### config.mk
export PLATFORM = sky130hd
export DESIGN_NAME = pipe_stage_reg
export DESIGN_NICKNAME = d
export VERILOG_FILES = /design/src/rtl/pipe_pkg.sv /design/src/rtl/pipe_skid_buf.sv /design/src/rtl/pipe_stage_reg.sv
export SDC_FILE = /design/constraint.sdc
export NUM_CORES = 1
export LEC_CHECK = 0
export CAP_MARGIN = 20
export CORE_MARGIN = 3
export CORE_UTILIZATION = 44
export DETAILED_ROUTE_END_ITERATION = 7
export GPL_ROUTABILITY_DRIVEN = 0
export PLACE_DENSITY_LB_ADDON = 0.2
export SYNTH_ARGS = -nofsm -noshare
export SYNTH_HDL_FRONTEND = slang
export SYNTH_SLANG_ARGS = --single-unit
### constraint.sdc
create_clock -name clk -period 3.1 [get_ports clk]
set_input_delay 0.465 -clock clk [delete_from_list [all_inputs] [get_ports clk]]
set_output_delay 0.465 -clock clk [all_outputs]
set_load 0.1 [all_outputs]
### src/rtl/pipe_pkg.sv
// Shared stage-boundary definitions: bundle widths, canonical NOP bundles
// and field offsets used to pack/unpack stage bundles.
package pipe_pkg;

    localparam int IF_ID_W  = 64;
    localparam int DE_W     = 14;
    localparam int EX_MEM_W = 72;

    localparam int DE_BR_LSB    = 0;
    localparam int DE_BR_W      = 3;
    localparam int DE_WB_LSB    = 3;
    localparam int DE_WB_W      = 2;
    localparam int DE_RD_BIT    = 5;
    localparam int DE_WR_BIT    = 6;
    localparam int DE_SELB_BIT  = 7;
    localparam int DE_SELA_BIT  = 8;
    localparam int DE_REGWR_BIT = 9;
    localparam int DE_ALU_LSB   = 10;
    localparam int DE_ALU_W     = 4;

    typedef struct packed {
        logic [DE_ALU_W-1:0] alu_op;
        logic                reg_wr;
        logic                sel_A;
        logic                sel_B;
        logic                wr_en;
        logic                rd_en;
        logic [DE_WB_W-1:0]  wb_sel;
        logic [DE_BR_W-1:0]  br_type;
    } de_bundle_t;

    localparam de_bundle_t DE_NOP_S = '{
        alu_op:  4'd0,
        reg_wr:  1'b0,
        sel_A:   1'b1,
        sel_B:   1'b0,
        wr_en:   1'b0,
        rd_en:   1'b0,
        wb_sel:  2'd1,
        br_type: 3'd2
    };

    localparam logic [DE_W-1:0] DE_NOP = DE_NOP_S;

    // addi x0,x0,0 in the instruction half, zero PC
    localparam logic [IF_ID_W-1:0] IF_ID_NOP = {32'h0000_0013, 32'h0};
    localparam logic [EX_MEM_W-1:0] EX_MEM_NOP = '0;

    function automatic logic [DE_W-1:0] de_pack(input de_bundle_t b);
        return b;
    endfunction

    function automatic de_bundle_t de_unpack(input logic [DE_W-1:0] v);
        return de_bundle_t'(v);
    endfunction

endpackage

### src/rtl/pipe_skid_buf.sv
// One-entry skid buffer with registered in_ready; only built when
// PIPE_SKID_EN is defined.
module pipe_skid_buf
    import pipe_pkg::*;
#(
    parameter int               WIDTH     = 32,
    parameter logic [WIDTH-1:0] NOP_VALUE = '0
) (
    input  logic             clk,
    input  logic             rst,
    input  logic             i_flush,
    input  logic             i_xfer_in,
    input  logic             i_main_full,
    input  logic             i_xfer_out,
    input  logic [WIDTH-1:0] i_data,
    output logic             o_valid,
    output logic [WIDTH-1:0] o_data,
    output logic             o_in_ready
);

    logic             r_valid;
    logic [WIDTH-1:0] r_data;
    logic             r_in_ready;
    logic             w_load;
    logic             w_drain;
    logic             w_valid_nxt;

    // Capture only when the main register is held by a stalled consumer
    assign w_load  = i_xfer_in && i_main_full && !i_xfer_out;
    assign w_drain = r_valid && i_xfer_out;

    always_comb begin
        w_valid_nxt = r_valid;
        if (i_flush) begin
            w_valid_nxt = 1'b0;
        end else if (w_drain) begin
            w_valid_nxt = 1'b0;
        end else if (w_load) begin
            w_valid_nxt = 1'b1;
        end
    end

    always_ff @(posedge clk or posedge rst) begin
        if (rst) begin
            r_valid    <= 1'b0;
            r_data     <= NOP_VALUE;
            r_in_ready <= 1'b1;
        end else begin
            r_valid    <= w_valid_nxt;
            r_in_ready <= !w_valid_nxt;
            if (i_flush || w_drain) begin
                r_data <= NOP_VALUE;
            end else if (w_load) begin
                r_data <= i_data;
            end
        end
    end

    assign o_valid    = r_valid;
    assign o_data     = r_data;
    assign o_in_ready = r_in_ready;

endmodule

### src/rtl/pipe_stage_reg.sv
// Valid/ready pipeline stage register with flush-to-NOP and bubble counter.
// Define PIPE_SKID_EN for a one-entry skid buffer and registered in_ready.
module pipe_stage_reg
    import pipe_pkg::*;
#(
    parameter int               WIDTH     = 32,
    parameter logic [WIDTH-1:0] NOP_VALUE = '0,
    parameter int               CNT_W     = 16
) (
    input  logic             clk,
    input  logic             rst,
    input  logic             flush,
    input  logic             in_valid,
    input  logic [WIDTH-1:0] in_data,
    output logic             in_ready,
    output logic             out_valid,
    output logic [WIDTH-1:0] out_data,
    input  logic             out_ready,
    output logic [CNT_W-1:0] bubble_cnt
);

    logic             r_valid;
    logic [WIDTH-1:0] r_data;
    logic [CNT_W-1:0] r_bubble;
    logic             w_xfer_in;
    logic             w_xfer_out;
    logic             w_skid_valid;
    logic [WIDTH-1:0] w_skid_data;
    logic             w_valid_nxt;
    logic [WIDTH-1:0] w_data_nxt;

    assign w_xfer_in  = in_valid && in_ready && !flush;
    assign w_xfer_out = r_valid && out_ready;

`ifdef PIPE_SKID_EN
    pipe_skid_buf #(
        .WIDTH     (WIDTH),
        .NOP_VALUE (NOP_VALUE)
    ) u_skid (
        .clk         (clk),
        .rst         (rst),
        .i_flush     (flush),
        .i_xfer_in   (w_xfer_in),
        .i_main_full (r_valid),
        .i_xfer_out  (w_xfer_out),
        .i_data      (in_data),
        .o_valid     (w_skid_valid),
        .o_data      (w_skid_data),
        .o_in_ready  (in_ready)
    );
`else
    assign w_skid_valid = 1'b0;
    assign w_skid_data  = NOP_VALUE;
    assign in_ready     = out_ready || !r_valid;
`endif

    // A held skid entry is older than anything upstream, so it refills first
    always_comb begin
        w_valid_nxt = r_valid;
        w_data_nxt  = r_data;
        if (flush) begin
            w_valid_nxt = 1'b0;
            w_data_nxt  = NOP_VALUE;
        end else if (w_skid_valid) begin
            if (w_xfer_out) begin
                w_valid_nxt = 1'b1;
                w_data_nxt  = w_skid_data;
            end
        end else if (w_xfer_in && (!r_valid || w_xfer_out)) begin
            w_valid_nxt = 1'b1;
            w_data_nxt  = in_data;
        end else if (w_xfer_out) begin
            w_valid_nxt = 1'b0;
            w_data_nxt  = NOP_VALUE;
        end
    end

    always_ff @(posedge clk or posedge rst) begin
        if (rst) begin
            r_valid <= 1'b0;
            r_data  <= NOP_VALUE;
        end else begin
            r_valid <= w_valid_nxt;
            r_data  <= w_data_nxt;
        end
    end

    always_ff @(posedge clk or posedge rst) begin
        if (rst) begin
            r_bubble <= '0;
        end else if (!r_valid && (r_bubble != '1)) begin
            r_bubble <= r_bubble + CNT_W'(1);
        end
    end

    assign out_valid  = r_valid;
    assign out_data   = r_data;
    assign bubble_cnt = r_bubble;

endmodule
==> impl_metrics.env <==
export IMPL_status="complete, no violations"
export IMPL_ys_top_cells_by_area="dfrtp_1 (63%), a22o_1 (14%), xor2_1 (4.0%), nor2_1 (1.9%), xnor2_1 (1.8%)"
export IMPL_cts_sinks=49
export IMPL_hold_ws_ns=0.380
export IMPL_start_util_pct=47.3
export IMPL_nFillCells=314
export IMPL_ios=87
export IMPL_cts_setup_buffers=0
export IMPL_ys_ff_latch=49
export IMPL_cts_tree="yes"
export IMPL_syn_instance_count=149
export IMPL_crit_path_start_kind="input pin"
export IMPL_maxCapViolations=0
export IMPL_ys_types=27
export IMPL_hold_viol=0
export IMPL_layoutNonFillerInstCount=290
export IMPL_ys_flop_type="dfrtp_1"
export IMPL_nNetsFinal=277
export IMPL_initialDrtViolationCount=116
export IMPL_synth_top_area_share_pct=62.5
export IMPL_yosys_warnings=0
export IMPL_rr_worst_depth=5
export IMPL_numPortBuffers=86
export IMPL_placed_cells=281
export IMPL_grt_start_max_net_pins=50
export IMPL_critPathMaxFanout=4
export IMPL_clk_path_buf_depth=2
export IMPL_utilization_pct=69.0
export IMPL_min_period_over_period_pct=64.2
export IMPL_hpwl_mm=3.41
export IMPL_viasPerCell=5.37
export IMPL_setup_tns_ns=0
export IMPL_cp_required_ns=2.63
export IMPL_drive_gt1_share_pct=28.3
export IMPL_ctsHtreeMaxLevel=2
export IMPL_critPathCaptureType="output port"
export IMPL_row_count=23
export IMPL_syn_avg_cell_area_sq_um=13.2
export IMPL_clk_pin_slew_worst_paths_ns=0.08
export IMPL_fp_dieW_um=72.8
export IMPL_numCtsBuffers=5
export IMPL_path_class="input pin to output port"
export IMPL_synth_largest_area_cell="dfrtp_1"
export IMPL_syn_to_final_growth_pct=45.9
export IMPL_p_leak_nw=1.42
export IMPL_worstSkewPairLatency_ns=0.30
export IMPL_cp_arrival_ns=1.53
export IMPL_grt_usage_pct=18.3
export IMPL_grt_pass1_wl_mm=7.41
export IMPL_multiInputGateArea_sq_um=694
export IMPL_drt_first_pass_iters=4
export IMPL_rr_endpoint="bubble_cnt[13]$_DFFE_PP0P_"
export IMPL_cts_resized_gates=0
export IMPL_peakVddDrop_mv=0.413
export IMPL_r2r_start="bubble_cnt[0]$_DFFE_PP0P_"
export IMPL_ant_nets=0
export IMPL_fmax_mhz=502
export IMPL_skew_ns=0.00902
export IMPL_cts_root_buf="clkbuf_8"
export IMPL_cellPowerDensity_nw_per_um2=715
export IMPL_synth_nets=187
export IMPL_wl_per_cell_um=15.9
export IMPL_synth_area_sq_um=1960
export IMPL_synth_edf_count=0
export IMPL_r2r_slack_ns=1.30
export IMPL_n_antenna_cell=0
export IMPL_postRouteWirelength_mm=4.62
export IMPL_finalMaxSlewViolations=0
export IMPL_period_needed_ns=1.99
export IMPL_async_flop_share_pct=100
export IMPL_vias=1556
export IMPL_grt_pass1_vias=1524
export IMPL_cts_hold_buf=0
export IMPL_max_slew_margin_pct=64.0
export IMPL_drcViolationCount=0
export IMPL_worstMarginPinSlew_ns=0.538
export IMPL_grt_antenna_before_repair=0
export IMPL_ff_latch_area_sq_um=1230
export IMPL_coreArea_sq_um=4140
export IMPL_die_area_sq_um=5290
export IMPL_hold_path_class="input pin to asynchronous set/reset pin"
export IMPL_setup_viol=0
export IMPL_grt_ovfl_total=0
export IMPL_grt_setup_unrepaired="no"
export IMPL_yosysSeqAreaShare_pct=62.5
export IMPL_die_h_um=72.8
layout make-up:
type                    count  share of cell area (%)
well taps                  50                    2.19
inverters                   6                   0.787
clock inverters             1                   0.262
flip-flops and latches     49                    42.9
repair buffers             89                    26.9
clock buffers               7                    2.67
multi-input cells          88                    24.3
worst max-delay path by stage:
| stage | startpoint | end | cells past startpoint |
|---|---|---|---|
| floorplan | bubble_cnt[0]$_DFFE_PP0P_ | bubble_cnt[9]$_DFFE_PP0P_ | 5 |
| global placement | out_ready | in_ready | 4 |
| detailed placement | out_ready | in_ready | 4 |
| CTS | out_ready | in_ready | 4 |
| global route | out_ready | in_ready | 4 |
| finish | out_ready | in_ready | 4 |
power by group:
part	switching [W]	total, W	leakage, nW	internal (W)
sequential	0.0000883	0.000801	0.651	0.000712
combinational	0.000673	0.000886	0.726	0.000214
clock	0.000198	0.000357	0.0385	0.000160
placed cells by master, fill, tap and decap left out, types with 2 or more instances in the layout:
cell type        count
clkbuf_8             5
nor3_1               3
clkdlybuf4s50_1     36
clkbuf_1             2
a31oi_1              2
xnor2_1              4
nand3_1              4
buf_4               52
nand4_1              2
nor2_1               9
xor2_1               9
nor2_2               2
inv_1                5
nor4_1               4
nand2_1              3
dfrtp_1             49
nand4_2              2
a22o_1              32
and4b_1              2
cells in the mapped netlist (2+ instances only):
library cell,number
dfrtp_1,49
a22o_1,32
nor2_1,10
xor2_1,9
inv_1,6
nand3_1,4
nor4_1,4
xnor2_1,4
buf_2,3
clkbuf_1,3
nand2_1,3
nor3_1,3
a31oi_1,2
and4b_1,2
nand4_1,2
nand4_2,2
state kept, by name, indices dropped and copies added, names as in the netlist:
signal and cells:
bubble_cnt 16, out_data 32, out_valid 1
through the flow:
step	worst slack [ns]	power, W	area, sq um
final	1.11	0.00204	2860
after global routing	1.10	0.00213	2860
after global placement	1.16	0.00168	2760
after CTS	1.12	0.00206	2840
after floorplan	0.738	0.00147	1960
after detailed placement	1.12	0.00170	2760
cell families after synthesis:
logic type                 count (synthesis)  share of synthesized area, %
AOI/OAI and AO/OA                         38                          17.4
xor gates and xnor gates                  13                          5.81
and+or+nand+nor                           35                          10.6
buffers and inverters                     12                          2.49
muxes                                      1                         0.574
adders and majority gates                  1                         0.638
DFF                                       49                          62.5
layer usage:
| metal | global-route usage [%] | part of all wire [%] | vias up |
|---|---|---|---|
| li1 | - | - | 727 |
| met1 | 23.7 | 41 | 762 |
| met2 | 28.7 | 50 | 58 |
| met3 | 5.10 | 6.8 | 9 |
| met4 | 8.61 | 2.1 | 0 |
| met5 | 0 | 0 | - |
worst max-delay path, cell delays in order:
cell,delay (ns)
clkdlybuf4s50_1,0.46
and2b_1,0.23
inv_1,0.08
buf_4,0.28
No activity file was read; power rests on OpenSTA's default activity.
